===== config.mk =====
export PLATFORM = sky130hd
export DESIGN_NAME = arb_req_queue
export DESIGN_NICKNAME = d
export VERILOG_FILES = /design/src/rtl/arb_pkg.sv /design/src/rtl/arb_req_match.sv /design/src/rtl/arb_req_queue.sv
export SDC_FILE = /design/constraint.sdc
export NUM_CORES = 1
export LEC_CHECK = 0
export CELL_PAD_IN_SITES_DETAIL_PLACEMENT = 0
export CELL_PAD_IN_SITES_GLOBAL_PLACEMENT = 1
export CORE_ASPECT_RATIO = 0.9
export CORE_MARGIN = 2
export CORE_UTILIZATION = 40
export DETAILED_ROUTE_END_ITERATION = 10
export GPL_ROUTABILITY_DRIVEN = 1
export GPL_TIMING_DRIVEN = 0
export PLACE_DENSITY_LB_ADDON = 0.1
export SETUP_SLACK_MARGIN = 0.4
export SYNTH_ARGS = -nofsm -noshare
export SYNTH_HDL_FRONTEND = slang
export SYNTH_SLANG_ARGS = --single-unit

===== constraint.sdc =====
create_clock -name clk -period 13.21 [get_ports clk]
set_clock_uncertainty 0.15 [all_clocks]
set_input_delay 1.321 -clock clk [delete_from_list [all_inputs] [get_ports clk]]
set_output_delay 1.321 -clock clk [all_outputs]
set_load 0.005 [all_outputs]

===== src/rtl/arb_pkg.sv =====
// Shared constants and width helpers for the PCI arbiter request path.
package arb_pkg;

    localparam int ARB_ID_W   = 3;
    localparam int ARB_QDEPTH = 32;

    // Occupancy must represent 0..depth inclusive, hence depth+1 states.
    function automatic int arb_cnt_w(input int depth);
        return $clog2(depth + 1);
    endfunction

endpackage


===== src/rtl/arb_req_match.sv =====
// Duplicate detector: flags wr_data matching any live entry, ignoring the head when it pops this cycle.
// Purely combinational; no state, no backpressure.
module arb_req_match
    import arb_pkg::*;
#(
    parameter int DATA_W = ARB_ID_W,
    parameter int DEPTH  = ARB_QDEPTH,
    parameter int PTR_W  = $clog2(DEPTH),
    parameter int CNT_W  = arb_cnt_w(DEPTH)
) (
    input  logic [DATA_W-1:0] mem [DEPTH],
    input  logic [PTR_W-1:0]  rd_ptr,
    input  logic [CNT_W-1:0]  count,
    input  logic              pop,
    input  logic [DATA_W-1:0] wr_data,
    output logic              hit
);

    always_comb begin
        logic [PTR_W-1:0] offset;
        hit    = 1'b0;
        offset = '0;
        for (int i = 0; i < DEPTH; i++) begin
            // Distance from the head decides whether slot i is live.
            offset = PTR_W'(i) - rd_ptr;
            if ((CNT_W'(offset) < count) && (!pop || (offset != '0)) && (mem[i] == wr_data)) begin
                hit = 1'b1;
            end
        end
    end

endmodule


===== src/rtl/arb_req_queue.sv =====
// FWFT request-ID queue for the PCI arbiter; pop latency 1, pushed data visible the next cycle.
// Backpressure: full blocks a push unless a pop happens that cycle; a blocked push sets sticky overflow.
module arb_req_queue
    import arb_pkg::*;
#(
    parameter int DATA_W       = ARB_ID_W,
    parameter int DEPTH        = ARB_QDEPTH,
    parameter int AFULL_THRESH = 30,
    parameter int DEDUP        = 1
) (
    input  logic                        clk,
    input  logic                        rst,
    input  logic                        flush,
    input  logic                        wr_en,
    input  logic [DATA_W-1:0]           wr_data,
    input  logic                        rd_en,
    output logic [DATA_W-1:0]           rd_data,
    output logic                        empty,
    output logic                        full,
    output logic                        almost_full,
    output logic [arb_cnt_w(DEPTH)-1:0] count,
    output logic                        dup_drop,
    output logic                        overflow,
    output logic                        underflow
);

    localparam int PTR_W = $clog2(DEPTH);
    localparam int CNT_W = arb_cnt_w(DEPTH);

    logic [DATA_W-1:0] mem [DEPTH];
    logic [PTR_W-1:0]  wr_ptr;
    logic [PTR_W-1:0]  rd_ptr;
    logic              pop;
    logic              hit;
    logic              push;
    logic              blocked;
    logic [CNT_W-1:0]  count_nxt;

    assign pop = rd_en && !empty;

    generate
        if (DEDUP != 0) begin : g_dedup
            logic match;
            arb_req_match #(
                .DATA_W (DATA_W),
                .DEPTH  (DEPTH),
                .PTR_W  (PTR_W),
                .CNT_W  (CNT_W)
            ) u_match (
                .mem     (mem),
                .rd_ptr  (rd_ptr),
                .count   (count),
                .pop     (pop),
                .wr_data (wr_data),
                .hit     (match)
            );
            assign hit = wr_en && match;
        end else begin : g_no_dedup
            assign hit = 1'b0;
        end
    endgenerate

    // A deduplicated write never counts as blocked, even when full.
    assign push      = wr_en && !hit && (!full || pop);
    assign blocked   = wr_en && !hit && full && !pop;
    assign count_nxt = count + CNT_W'(push) - CNT_W'(pop);

    always_ff @(posedge clk) begin
        if (rst || flush) begin
            wr_ptr      <= '0;
            rd_ptr      <= '0;
            count       <= '0;
            empty       <= 1'b1;
            full        <= 1'b0;
            almost_full <= 1'b0;
            dup_drop    <= 1'b0;
            overflow    <= 1'b0;
            underflow   <= 1'b0;
        end else begin
            if (push) begin
                wr_ptr <= wr_ptr + PTR_W'(1);
            end
            if (pop) begin
                rd_ptr <= rd_ptr + PTR_W'(1);
            end
            count       <= count_nxt;
            empty       <= (count_nxt == '0);
            full        <= (count_nxt == CNT_W'(DEPTH));
            almost_full <= (count_nxt >= CNT_W'(AFULL_THRESH));
            dup_drop    <= hit;
            if (blocked) begin
                overflow <= 1'b1;
            end
            if (rd_en && empty) begin
                underflow <= 1'b1;
            end
        end
    end

    // Storage is not reset; the empty flag masks stale contents.
    always_ff @(posedge clk) begin
        if (push && !rst && !flush) begin
            mem[wr_ptr] <= wr_data;
        end
    end

    assign rd_data = empty ? '0 : mem[rd_ptr];

endmodule


==> out/metrics.yaml <==
antenna_found_initial: 0
hp-class: "flip-flop to flip-flop"
synth-xor-area-share_pct: 12.98
synthCells: 819
chipHeight_um: 145.0
initial_core_util_pct: 40.86
grt_pass1_vias: 6728
synthMuxAreaShare_pct: 7.928
vias: 6803
io_pins: 23
holdBufCountCts: 0
startpoint_type: "flip-flop"
hold_viol: 0
drc_errors: 0
num_rows: 51
ys_ff_latch: 118
grt_use_total_pct: 26.36
cts_sinks: 118
io_buffers: 22
cts_resized: 0
first_pass_iters: 5
cap_violations: 0
worstSetupPathType: "flip-flop to flip-flop"
pre_cts_ws_ns: 5.251
period_needed_ns: 7.681
clk_pin_slew_worst_paths_ns: 0.06
synth_cell_types: 72
synth-seq-area-share_pct: 37.60
postSynth.asyncResetShare_pct: 0
hpwl_um: 23470
fillCellCount: 1993
tightest_slew_ns: 1.403
cp.arrival_ns: 7.86
p_per_area_nw_per_um2: 144.8
regArea_um2: 3323
synth_top_area_cell: "edfxtp_1"
cts_root_buf: "clkbuf_16"
wl_per_cell_um: 26.04
ir_worst_vdd_v: 0.0001062
drt.antenna.violating_nets: 0
gp_congestion: 0.9396
leakagePower_nw: 3.725
fin_ws_ns: 5.529
end_kind: "flip-flop"
avgSynthCellArea_um2: 10.79
synth_top_family_by_area: "XOR/XNOR gates"
routed_wl_um: 30310
outcome: "finished clean"
syn_nets: 918
cp_max_fo: 10
gr-total-overflow: 0
synthesis.area_um2: 8838
setup_viol: 0
cts_tree: "built"
clk-insertion-delay-late_ns: 0.43
initialDrtViolationCount: 592
multi_input_area_um2: 5031
synth.area.top_cells: "edfxtp_1, ha_1, xor2_1"
slowest_delay_ns: 0.93
syn2layout_area_growth_pct: 13.50
clk_path_buf_depth: 2
ys.warnings.count: 0
post-route-period-util_pct: 58.14
required_ns: 13.39
synth_compound_area_share_pct: 11.86
yosysTopAreaCellShare_pct: 32.62
cts_made_buffers: 17
rsz0062_at_grt: "no"
core_um2: 21630
holdWs_ns: 0.3280
max_freq_mhz: 130.2
htreeDepth: 4
synth_fa_ha_area_share_pct: 12.97
vias_per_cell: 5.845
drive_gt1_share_pct: 11.57
slowest_stage: "a2111oi_1"
ys.flop_type: "edfxtp_1"
die_area_um2: 23300
grt_max_degree: 34
synth_edf_count: 96
critPathMostFrequentCell: "ha_1"
fp.dieW_um: 160.7
cts_setup_buffers: 0
relSlewSlack_pct: 6.440
grt_pass1_wl_um: 44540
antennaDiodeCount: 0
nNetsFinal: 959
yosys.area_share.simple_pct: 11.18
slew_viol_final: 0
setup_tns_ns: 0
==> layout make-up <==
type / instances / share of cell area (%)
clock buffer: 17 / 4.240
sequential: 118 / 33.13
tap: 291 / 3.629
multi-input combinational: 606 / 50.15
timing repair buffer: 22 / 2.195
clock inverter: 15 / 1.833
inverter: 56 / 2.120
buffer: 39 / 2.706
==> registers in the layout, indices dropped and copies added, names as in the netlist <==
register	cells
full	1
overflow	1
wr_ptr	5
rd_ptr	5
almost_full	1
empty	1
dup_drop	1
count	6
underflow	1
mem	96
==> stage by stage <==
step                      instances  total power [mW]  area, um^2  util, %
after floorplan                 819            0.7720        8838        -
after global placement         1132            0.9567        9423    43.56
after detailed placement       1132            0.9640        9423    43.56
after CTS                      1164             1.454       10030    46.38
after global routing           1164             1.526       10030    46.38
final                          1164             1.453       10030    46.38
==> synthesized netlist by cell type (22+ instances only) <==
| cell type | instances |
|---|---|
| inv_1 | 46 |
| xnor2_1 | 50 |
| dfxtp_1 | 22 |
| ha_1 | 90 |
| nor3_1 | 36 |
| nand3_1 | 23 |
| nor2_1 | 33 |
| a21oi_1 | 49 |
| edfxtp_1 | 96 |
| nand2_1 | 35 |
| mux4_2 | 24 |
| xor2_1 | 71 |
==> worst paths after layout <==
check         endpoint  slack (ns)  cells past startpoint  startpoint
max              empty        5.53                     26   rd_ptr[1]
min          underflow        0.33                      2   underflow
max reg2reg      empty        5.53                     26   rd_ptr[1]
min reg2reg  underflow        0.33                      2   underflow
==> logic make-up (layout without fill, tap and decap cells) <==
family / count (synthesis) / count (layout)
and+or+nand+nor: 190 / 190
xor gates and xnor gates: 125 / 125
AOI/OAI and AO/OA: 160 / 160
adders and majority gates: 91 / 91
DFF: 118 / 118
buffers and inverters: 95 / 149
muxes: 40 / 40
==> worst max-delay path: cells and delay by family (launching register included) <==
family / cells / cell delay [ns]
AO/OA/AOI/OAI: 7 / 2.09
flip-flops: 1 / 0.48
buffers and inverters: 7 / 1.78
XOR/XNOR: 2 / 0.51
AND/OR/NAND/NOR: 5 / 0.93
adder cells (fa/ha/maj): 5 / 1.61
==> power by group <==
group          switching [mW]  internal [mW]
Sequential             0.0167          0.415
Combinational           0.334          0.199
Clock                   0.201          0.287
==> cell usage in the layout, fill, tap and decap left out, drive strengths merged, types with 24 or more instances in the layout <==
| cell | instances |
|---|---|
| ha | 90 |
| nor3 | 37 |
| mux4 | 24 |
| clkbuf | 26 |
| xnor2 | 51 |
| inv | 65 |
| xor2 | 74 |
| edfxtp | 96 |
| nor2 | 33 |
| a21oi | 50 |
| buf | 30 |
| o21ai | 26 |
| nand2 | 35 |
==> per-layer routing <==
| metal | wire length [um] | vias to the layer above | GRT usage, % |
|---|---|---|---|
| li1 | - | 3113 | - |
| met1 | 14330 | 3422 | 38.38 |
| met2 | 13740 | 236 | 40.97 |
| met3 | 1601 | 32 | 3.602 |
| met4 | 638 | 0 | 7.813 |
| met5 | 0 | - | 0 |
Power figures use the tool's default switching activity.
